<file path="src/rtl/store_unit_pkg.sv">
// Shared encodings for the store unit: store modes, stack page, FSM states and width defaults.
// Combinational helpers only; no timing of its own.
// No flow control here; consumers own all handshaking.
package store_unit_pkg;

   localparam int ADDR_WIDTH_DEF = 16;
   localparam int DATA_WIDTH_DEF = 8;

   localparam logic [1:0] STORE_MODE_BYTE  = 2'd0;
   localparam logic [1:0] STORE_MODE_WORD  = 2'd1;
   localparam logic [1:0] STORE_MODE_PUSH  = 2'd2;
   localparam logic [1:0] STORE_MODE_PUSH2 = 2'd3;

   // 6502 hardware stack lives in page one
   localparam logic [7:0] STACK_PAGE = 8'h01;

   typedef enum logic [1:0] {
      ST_IDLE  = 2'd0,
      ST_BEAT1 = 2'd1,
      ST_BEAT2 = 2'd2
   } state_t;

   function automatic logic is_push(input logic [1:0] mode);
      return (mode == STORE_MODE_PUSH) || (mode == STORE_MODE_PUSH2);
   endfunction

endpackage

</file>
<file path="src/rtl/store_addr_gen.sv">
// Picks the address/data for the current write beat and the post-store stack pointer by mode.
// Purely combinational, zero latency.
// No backpressure; the owning FSM decides when a beat is issued or held.
module store_addr_gen
   import store_unit_pkg::*;
#(
   parameter int ADDR_WIDTH = ADDR_WIDTH_DEF,
   parameter int DATA_WIDTH = DATA_WIDTH_DEF
) (
   input  logic [1:0]              mode,
   input  logic [ADDR_WIDTH-1:0]   addr,
   input  logic [2*DATA_WIDTH-1:0] data,
   input  logic [7:0]              sp,
   input  logic                    rmw,
   input  logic [DATA_WIDTH-1:0]   old,
   input  logic                    beat,
   output logic [ADDR_WIDTH-1:0]   beat_addr,
   output logic [DATA_WIDTH-1:0]   beat_data,
   output logic [7:0]              sp_upd,
   output logic                    two_beat
);

   logic [DATA_WIDTH-1:0] lo;
   logic [DATA_WIDTH-1:0] hi;
   logic [ADDR_WIDTH-1:0] stack_top;
   logic [ADDR_WIDTH-1:0] stack_nxt;

   assign lo        = data[DATA_WIDTH-1:0];
   assign hi        = data[2*DATA_WIDTH-1:DATA_WIDTH];
   // sp arithmetic stays inside the 8-bit field so 00-1 wraps to FF within page one
   assign stack_top = ADDR_WIDTH'({STACK_PAGE, sp});
   assign stack_nxt = ADDR_WIDTH'({STACK_PAGE, sp - 8'd1});

   // Beat selection: beat=0 is the first write, beat=1 the second
   always_comb begin
      beat_addr = addr;
      beat_data = lo;
      sp_upd    = sp;
      two_beat  = 1'b0;
      case (mode)
         STORE_MODE_BYTE: begin
            // RMW dummy write: old value first, then the new value to the same address
            two_beat  = rmw;
            beat_data = (rmw && !beat) ? old : lo;
         end
         STORE_MODE_WORD: begin
            two_beat  = 1'b1;
            beat_addr = beat ? addr + ADDR_WIDTH'(1) : addr;
            beat_data = beat ? hi : lo;
         end
         STORE_MODE_PUSH: begin
            beat_addr = stack_top;
            sp_upd    = sp - 8'd1;
         end
         STORE_MODE_PUSH2: begin
            // high byte goes on first so the pair reads back little-endian from sp+1
            two_beat  = 1'b1;
            beat_addr = beat ? stack_nxt : stack_top;
            beat_data = beat ? lo : hi;
            sp_upd    = sp - 8'd2;
         end
         default: begin
            two_beat = 1'b0;
         end
      endcase
   end

endmodule

</file>
<file path="src/rtl/store_unit.sv">
// Store unit: turns one execute-stage store request into one or two 6502 memory write beats.
// Latency: first beat the cycle after accept, done the cycle after the last beat completes.
// Backpressure: req_ready low while busy; each beat holds while mem_wait is high.
// Optional STORE_RMW_DUMMY_EN adds req_rmw/req_old for the RMW double-write on BYTE stores.
module store_unit
   import store_unit_pkg::*;
#(
   parameter int ADDR_WIDTH = ADDR_WIDTH_DEF,
   parameter int DATA_WIDTH = DATA_WIDTH_DEF
) (
   input  logic                    clk,
   input  logic                    reset_n,
   input  logic                    req_valid,
   output logic                    req_ready,
   input  logic [1:0]              req_mode,
   input  logic [ADDR_WIDTH-1:0]   req_addr,
   input  logic [2*DATA_WIDTH-1:0] req_data,
   input  logic [7:0]              sp_in,
   output logic [ADDR_WIDTH-1:0]   mem_addr,
   output logic [DATA_WIDTH-1:0]   mem_data_out,
   output logic                    mem_we,
   input  logic                    mem_wait,
   output logic [7:0]              sp_next,
   output logic                    we_sp,
   output logic                    done
`ifdef STORE_RMW_DUMMY_EN
   ,
   input  logic                    req_rmw,
   input  logic [DATA_WIDTH-1:0]   req_old
`endif
);

   state_t                  state;
   logic [1:0]              mode_q;
   logic [ADDR_WIDTH-1:0]   addr_q;
   logic [2*DATA_WIDTH-1:0] data_q;
   logic [7:0]              sp_q;

   logic                    idle;
   logic [1:0]              g_mode;
   logic [ADDR_WIDTH-1:0]   g_addr;
   logic [2*DATA_WIDTH-1:0] g_data;
   logic [7:0]              g_sp;
   logic                    g_rmw;
   logic [DATA_WIDTH-1:0]   g_old;
   logic [ADDR_WIDTH-1:0]   beat_addr;
   logic [DATA_WIDTH-1:0]   beat_data;
   logic [7:0]              sp_upd;
   logic                    two_beat;

   // In IDLE the generator looks at the incoming request so beat 1 can be registered at accept;
   // once busy it looks at the latched request to produce beat 2 and the final sp.
   assign idle   = (state == ST_IDLE);
   assign g_mode = idle ? req_mode : mode_q;
   assign g_addr = idle ? req_addr : addr_q;
   assign g_data = idle ? req_data : data_q;
   assign g_sp   = idle ? sp_in    : sp_q;

`ifdef STORE_RMW_DUMMY_EN
   logic                  rmw_q;
   logic [DATA_WIDTH-1:0] old_q;

   assign g_rmw = idle ? req_rmw : rmw_q;
   assign g_old = idle ? req_old : old_q;

   // Latch the RMW controls alongside the rest of the request
   always_ff @(posedge clk) begin
      if (!reset_n) begin
         rmw_q <= 1'b0;
         old_q <= '0;
      end else if (idle && req_valid) begin
         rmw_q <= req_rmw;
         old_q <= req_old;
      end
   end
`else
   assign g_rmw = 1'b0;
   assign g_old = '0;
`endif

   store_addr_gen #(
      .ADDR_WIDTH (ADDR_WIDTH),
      .DATA_WIDTH (DATA_WIDTH)
   ) u_addr_gen (
      .mode      (g_mode),
      .addr      (g_addr),
      .data      (g_data),
      .sp        (g_sp),
      .rmw       (g_rmw),
      .old       (g_old),
      .beat      (state == ST_BEAT1),
      .beat_addr (beat_addr),
      .beat_data (beat_data),
      .sp_upd    (sp_upd),
      .two_beat  (two_beat)
   );

   // Control FSM with registered outputs: accept, issue beats, pulse done/we_sp on completion
   always_ff @(posedge clk) begin
      if (!reset_n) begin
         state        <= ST_IDLE;
         req_ready    <= 1'b1;
         mem_we       <= 1'b0;
         we_sp        <= 1'b0;
         done         <= 1'b0;
         mem_addr     <= '0;
         mem_data_out <= '0;
         sp_next      <= '0;
         mode_q       <= STORE_MODE_BYTE;
         addr_q       <= '0;
         data_q       <= '0;
         sp_q         <= '0;
      end else begin
         done  <= 1'b0;
         we_sp <= 1'b0;
         if (state == ST_IDLE) begin
            if (req_valid) begin
               mode_q       <= req_mode;
               addr_q       <= req_addr;
               data_q       <= req_data;
               sp_q         <= sp_in;
               state        <= ST_BEAT1;
               req_ready    <= 1'b0;
               mem_we       <= 1'b1;
               mem_addr     <= beat_addr;
               mem_data_out <= beat_data;
            end
         end else if (!mem_wait) begin
            if (state == ST_BEAT1 && two_beat) begin
               state        <= ST_BEAT2;
               mem_addr     <= beat_addr;
               mem_data_out <= beat_data;
            end else begin
               // last beat taken by the bus: done cycle doubles as the next accept slot
               state     <= ST_IDLE;
               mem_we    <= 1'b0;
               req_ready <= 1'b1;
               done      <= 1'b1;
               if (is_push(mode_q)) begin
                  we_sp   <= 1'b1;
                  sp_next <= sp_upd;
               end
            end
         end
      end
   end

endmodule

</file>
<file path="config.mk">
export PLATFORM = sky130hd
export DESIGN_NAME = store_unit
export DESIGN_NICKNAME = d
export VERILOG_FILES = /design/src/rtl/store_unit_pkg.sv /design/src/rtl/store_addr_gen.sv /design/src/rtl/store_unit.sv
export SDC_FILE = /design/constraint.sdc
export NUM_CORES = 1
export LEC_CHECK = 0
export CAP_MARGIN = 40
export CORE_UTILIZATION = 45
export CTS_CLUSTER_SIZE = 28
export DETAILED_ROUTE_END_ITERATION = 16
export PLACE_DENSITY = 0.7
export RECOVER_POWER = 50
export SYNTH_ARGS = -nofsm -noshare
export SYNTH_HDL_FRONTEND = slang
export SYNTH_SLANG_ARGS = --single-unit
export TNS_END_PERCENT = 1
</file>
<file path="constraint.sdc">
create_clock -name clk -period 6.3 [get_ports clk]
set_clock_uncertainty 0.05 [all_clocks]
set_input_delay 1.26 -clock clk [delete_from_list [all_inputs] [get_ports clk]]
set_output_delay 1.26 -clock clk [all_outputs]
set_load 0.02 [all_outputs]
</file>
==> flow_summary_export.csv, run 1 <==
group,metric,value,unit
run_status,status,"complete, no violations",
sta,slew_viol_final,0,
hold_path,hold_class,"reg2reg",
route,firstDrtPassIters,5,
sta,maxSlewHeadroom,42.2,%
route,wl_per_cell,16.6,µm
sta,period_share,56.6,%
floorplanning,initial_core_util,47.1,%
global_route,grt_pass1_vias,4340,
sta,tns,0,ns
clock_network,postCtsSetupRepairBufs,0,
route,totalWireLength,12900,µm
sta,tightest_slew,0.865,ns
route,drc_errors,0,
clock_network,cts_resized,0,
logic_synthesis,yosysWarnings,0,
layout,nets,695,
floorplanning,ios,82,
critical_path,path_delay_family,"simple AND/OR/NAND/NOR gates",
logic_synthesis,synth_nets,635,
route,viasPerCell,5.78,
layout,layout-drive-gt1-share,6.01,%
place,port_buffers,81,
clock_network,htreeDepth,3,
clock_network,cts_num_sinks,80,
logic_synthesis,synth_area,0.00442,mm²
critical_path,crit_fanout,27,
logic_synthesis,synth.distinct_cells,64,
clock_network,cts_made_buffers,9,
logic_synthesis,synth_seq_cells,80,
critical_path,cp-start-kind,"primary input",
critical_path,slowest_delay,0.70,ns
global_route,grt_pass1_wl,21200,µm
sta,finalHoldViolCount,0,
sta,fin_ws,2.73,ns
logic_synthesis,netlist_instances,586,
route,ant_nets,0,
logic_synthesis,synthFlopType,"dfxtp_1",
logic_synthesis,avgSynthCellArea,7.53,µm²
floorplanning,die_w,101,µm
flow_run,max_cap_violations,0,
critical_path,path_buf_inv,3,
layout,antenna_cells,0,
route,vias,4493,
place,place_ws,2.42,ns
layout,synthToLayoutAreaGrowth,24.8,%
sta,fin_hold_ws,0.401,ns
pwr,powerDensity,229,mW/mm²
critical_path,path_class,"in2reg",
sta,max_freq,280,MHz
logic_synthesis,synth_edf_count,0,
layout,fin_util,58.8,%
place,dp.cells,764,
pwr,peakVddDrop,0.119,mV
clock_network,cts_tree,"built",
clock_network,hold_buffers,0,
clock_network,path_clk_slew,0.08,ns
logic_synthesis,synth.area.top_cells,"dfxtp_1 (36%), nand2_1 (12%), a21oi_1 (7.9%), mux2i_1 (3.4%), nor2_1 (3.4%)",
sta,post-route-min-period,3.57,ns
place,place_congestion,0.891,
floorplanning,core_area,0.00937,mm²
pwr,p_leak,2.21,nW
global_route,grt_antenna_before_repair,0,
floorplanning,dieArea,0.0102,mm²
clock_network,insertion_delay,0.35,ns
place,dp_hpwl,9280,µm
critical_path,crit_arrival,3.81,ns
logic_synthesis,synthArstFlopShare,0,%
logic_synthesis,synth_top_area_cell,"dfxtp_1",
critical_path,cpMaxStageDelayCell,"or3b_1",
floorplanning,core.rowCount,35,
floorplanning,fp.dieH,101,µm
global_route,grt_max_degree,36,
sta,rsz0062_at_grt,"false",
critical_path,cp_cell_sequence,"clkdlybuf4s50_1 -> or3b_1 -> buf_16 -> o21ai_0 -> buf_4 -> nand2_1 -> nor2_1 -> a22o_1",
critical_path,end_kind,"flip-flop",
global_route,grt_usage,26.7,%
sta,setup_viol,0,
route,drt_first_iter_violations,221,
logic_synthesis,ys_seq_area_share,36.3,%
global_route,overflow,0,
layout,final_cells,778,
critical_path,required,6.54,ns
clock_network,clockRootBuffer,"clkbuf_8",
clock_network,cts_buffer_depth,2,
logic_synthesis,synth_top_area_share,36.3,%
-- cells in the mapped netlist, drive strengths merged, types with 7 or more instances --
master and number:
a21oi 70, a221oi 11, a22o 7, buf 16, clkbuf 27, dfxtp 80
inv 10, mux2i 15, nand2 147, nand3 10, nor2 41, nor3 9
nor4 13, o211ai 9, o21ai 22, xnor2 13
-- registers in the layout (all words and copies together) (netlist names) --
register      count
addr_q           16
data_q           16
done              1
mem_addr         16
mem_data_out      8
mem_we            1
mode_q            2
req_ready         1
sp_next           8
sp_q              8
state             2
we_sp             1
-- worst register-to-register path: stages (launching register included) --
cell	delay [ns]
dfxtp_1	0.41
buf_4	0.27
nor2_4	0.38
buf_4	0.44
mux2_2	0.50
inv_1	0.09
ha_1	0.23
nand2_1	0.13
a211oi_1	0.33
nor2_1	0.09
a211o_1	0.23
-- stage by stage --
step                      area, µm²  power (mW)
after global placement         5250       0.859
after floorplan                4420       0.753
after detailed placement       5300       0.870
after CTS                      5510        1.28
after global routing           5510        1.33
final                          5510        1.26
-- logic make-up (layout without fill, tap and decap cells) --
| logic type | after synthesis | after routing | synth area share, % |
|---|---|---|---|
| adders and majority gates | 3 | 3 | 0.850 |
| and+or+nand+nor | 257 | 257 | 26.7 |
| xor gates and xnor gates | 19 | 19 | 3.77 |
| AOI/OAI and AO/OA | 153 | 153 | 22.0 |
| buffers and inverters | 53 | 116 | 5.19 |
| muxes | 21 | 21 | 5.19 |
| DFF | 80 | 80 | 36.3 |
-- layer usage --
layer  GRT usage (%)  part of all wire, %
met5               0                    0
met4            9.48                  1.7
met3            4.51                  6.9
met2            44.7                   47
met1            34.5                   44
-- where the power goes --
part	internal, mW	leakage (nW)	total, mW	switching (mW)
combinational	0.123	1.45	0.296	0.172
clock	0.228	0.108	0.407	0.179
sequential	0.537	0.655	0.559	0.0222
total	0.888	2.21	1.26	0.373
-- layout by cell type (no fill, tap or decap), types with 6 or more instances in the layout --
cell type,n
nor3_1,9
dlygate4sd3_1,37
nand3_1,10
nor4_1,12
and3_1,6
inv_1,10
xnor2_1,13
clkbuf_8,10
nand2_1,147
dfxtp_1,80
mux2i_1,15
nor2_1,40
buf_4,8
a22o_1,7
xor2_1,6
nand4_1,6
clkdlybuf4s50_1,44
a21oi_1,70
o21ai_0,18
a221oi_1,11
a211oi_1,6
o211ai_1,9
-- area by class of cell --
| class | instances | area (µm²) |
|---|---|---|
| Sequential cell | 80 | 1600 |
| Inverter | 10 | 37.5 |
| Clock inverter | 4 | 70.1 |
| Multi-Input combinational cell | 453 | 2580 |
| Fill cell | 906 | 3860 |
| Timing Repair Buffer | 92 | 918 |
| Clock buffer | 10 | 138 |
| Tap cell | 129 | 161 |
-- path summary, 6_finish.rpt --
kind	start	to	slack, ns	cells past startpoint
worst min register to register	sp_next[1]	sp_next[1]	0.40	2
worst max register to register	state[1]	sp_next[4]	3.06	10
worst min-delay path	sp_next[1]	sp_next[1]	0.40	2
worst max-delay path	req_valid	mem_addr[12]	2.73	8
Power figures use the tool's default switching activity.
==> run 2, diff against run 1 <==
Settings changed: PLACE_DENSITY 0.7 to 0.73.
Clock period 6.3 ns to 3.1 ns, I/O delays scaled along.
==> flow_summary_export.csv, run 2 (synthesis results as in run 1) <==
group,metric,value,unit
run_status,status,"complete, no violations",
critical_path,r2r-start,"state[1]",
place,dp_hpwl,9220,µm
clock_network,cts_made_buffers,9,
critical_path,end_kind,"flip-flop",
global_route,grt_antenna_before_repair,0,
floorplanning,die_w,101,µm
critical_path,timing.rr.end,"sp_q[7]",
critical_path,cp_cell_sequence,"nor2_4 -> buf_4 -> and2_0 -> clkbuf_1 -> nand2_1 -> a21oi_1",
sta,tightest_slew,1.29,ns
pwr,powerDensity,452,mW/mm²
clock_network,htreeDepth,3,
floorplanning,dieArea,0.0102,mm²
floorplanning,core_area,0.00937,mm²
route,vias,4582,
critical_path,cpMaxStageDelayCell,"clkbuf_1",
layout,antenna_cells,0,
global_route,grt_pass1_wl,21000,µm
hold_path,hold_end,"sp_next[1]",
flow_run,max_cap_violations,0,
global_route,grt_pass1_vias,4374,
sta,setup_viol,0,
sta,maxSlewHeadroom,14.2,%
layout,layout_common_cells,"nand2_1 (147), dfxtp_1 (80), a21oi_1 (70)",
route,top_layer,"met4",
layout,nets,706,
hold_path,min-delay-start,"sp_next[1]",
clock_network,cts_buffer_depth,2,
route,wl_met1,5450,µm
clock_network,cts_tree,"built",
critical_path,rrSetupSlack,0.37,ns
route,totalWireLength,12700,µm
place,port_buffers,81,
hold_path,hold_class,"reg2reg",
floorplanning,ios,82,
clock_network,cts_resized,0,
pwr,peakVddDrop,0.270,mV
sta,max_freq,366,MHz
critical_path,ff2ff_path_depth,6,
floorplanning,initial_core_util,47.1,%
clock_network,insertion_delay,0.36,ns
sta,slew_viol_final,0,
clock_network,clockRootBuffer,"clkbuf_8",
sta,finalHoldViolCount,0,
global_route,grt_usage,26.2,%
critical_path,path_class,"reg2reg",
route,viasPerCell,5.80,
clock_network,cts_num_sinks,80,
layout,post-route-cell-area,0.00555,mm²
route,ant_nets,0,
hold_path,whs_path_depth,2,
place,placed_area,0.00537,mm²
critical_path,slowest_delay,0.95,ns
global_route,overflow,0,
route,firstDrtPassIters,5,
route,drt_first_iter_violations,312,
pwr,p_leak,2.23,nW
route,met3_wirelength,1020,µm
clock_network,path_clk_slew,0.08,ns
clock_network,postCtsSetupRepairBufs,0,
route,wl_met2,5950,µm
sta,tns,0,ns
layout,synthToLayoutAreaGrowth,25.7,%
sta,rsz0062_at_grt,"false",
layout,layout-drive-gt1-share,7.41,%
floorplanning,fp.dieH,101,µm
layout,final_common_cell,"nand2_1",
clock_network,hold_buffers,0,
place,place_congestion,0.899,
sta,post-route-min-period,2.73,ns
critical_path,crit_arrival,2.96,ns
critical_path,required,3.33,ns
route,drc_errors,0,
layout,reg.largest.list,"addr_q x16, data_q x16, mem_addr x16",
critical_path,cp-start-kind,"flip-flop",
route,wl_per_cell,16.1,µm
global_route,grt_max_degree,35,
floorplanning,core.rowCount,35,
critical_path,crit_fanout,26,
sta,period_share,88.1,%
run 2: metrics by stage:
stage,utilization (%),power (mW),std cells,hold slack [ns],worst slack [ns]
after detailed placement,57.3,1.77,775,0.395,0.160
after CTS,59.3,2.53,790,0.406,0.481
final,59.2,2.51,790,0.397,0.369
after global routing,59.2,2.64,790,0.419,0.147
after floorplan,-,1.53,586,0.383,0.506
after global placement,57.3,1.76,775,0.391,0.215
run 2: cell type report:
| class | instances | area (µm²) |
|---|---|---|
| Tap cell | 129 | 161 |
| Sequential cell | 80 | 1600 |
| Timing Repair Buffer | 103 | 978 |
| Clock inverter | 3 | 42.5 |
| Clock buffer | 12 | 145 |
| Inverter | 10 | 37.5 |
| Multi-Input combinational cell | 453 | 2580 |
| Fill cell | 882 | 3820 |
run 2: critical path, delay by kind of cell, from the launching register on:
| kind | cells | cell delay [ns] |
|---|---|---|
| AOI/OAI and AO/OA | 1 | 0.18 |
| buffers and inverters | 2 | 1.24 |
| DFF | 1 | 0.55 |
| and+or+nand+nor | 3 | 0.62 |
run 2: how the worst max path moves through the flow:
| stage | from | endpoint |
|---|---|---|
| 2_1_floorplan | state[0] | mem_addr[12] |
| 3_3_place_gp | req_addr[0] | mem_addr[12] |
| 3_5_place_dp | req_addr[0] | mem_addr[12] |
| 4_1_cts | state[1] | mem_addr[12] |
| 5_1_grt | state[1] | addr_q[15] |
| 6_report | state[1] | sp_q[7] |
run 2: power breakdown:
| group | switching, mW | internal, mW |
|---|---|---|
| logic | 0.350 | 0.260 |
| clock network | 0.374 | 0.390 |
| registers | 0.0471 | 1.09 |
run 2: metal layers:
metal | track usage, % | up-vias
li1 | - | 2215
met1 | 31.8 | 2133
met3 | 6.59 | 32
met4 | 10.9 | 0
met5 | 0 | -
met2 | 43.9 | 202
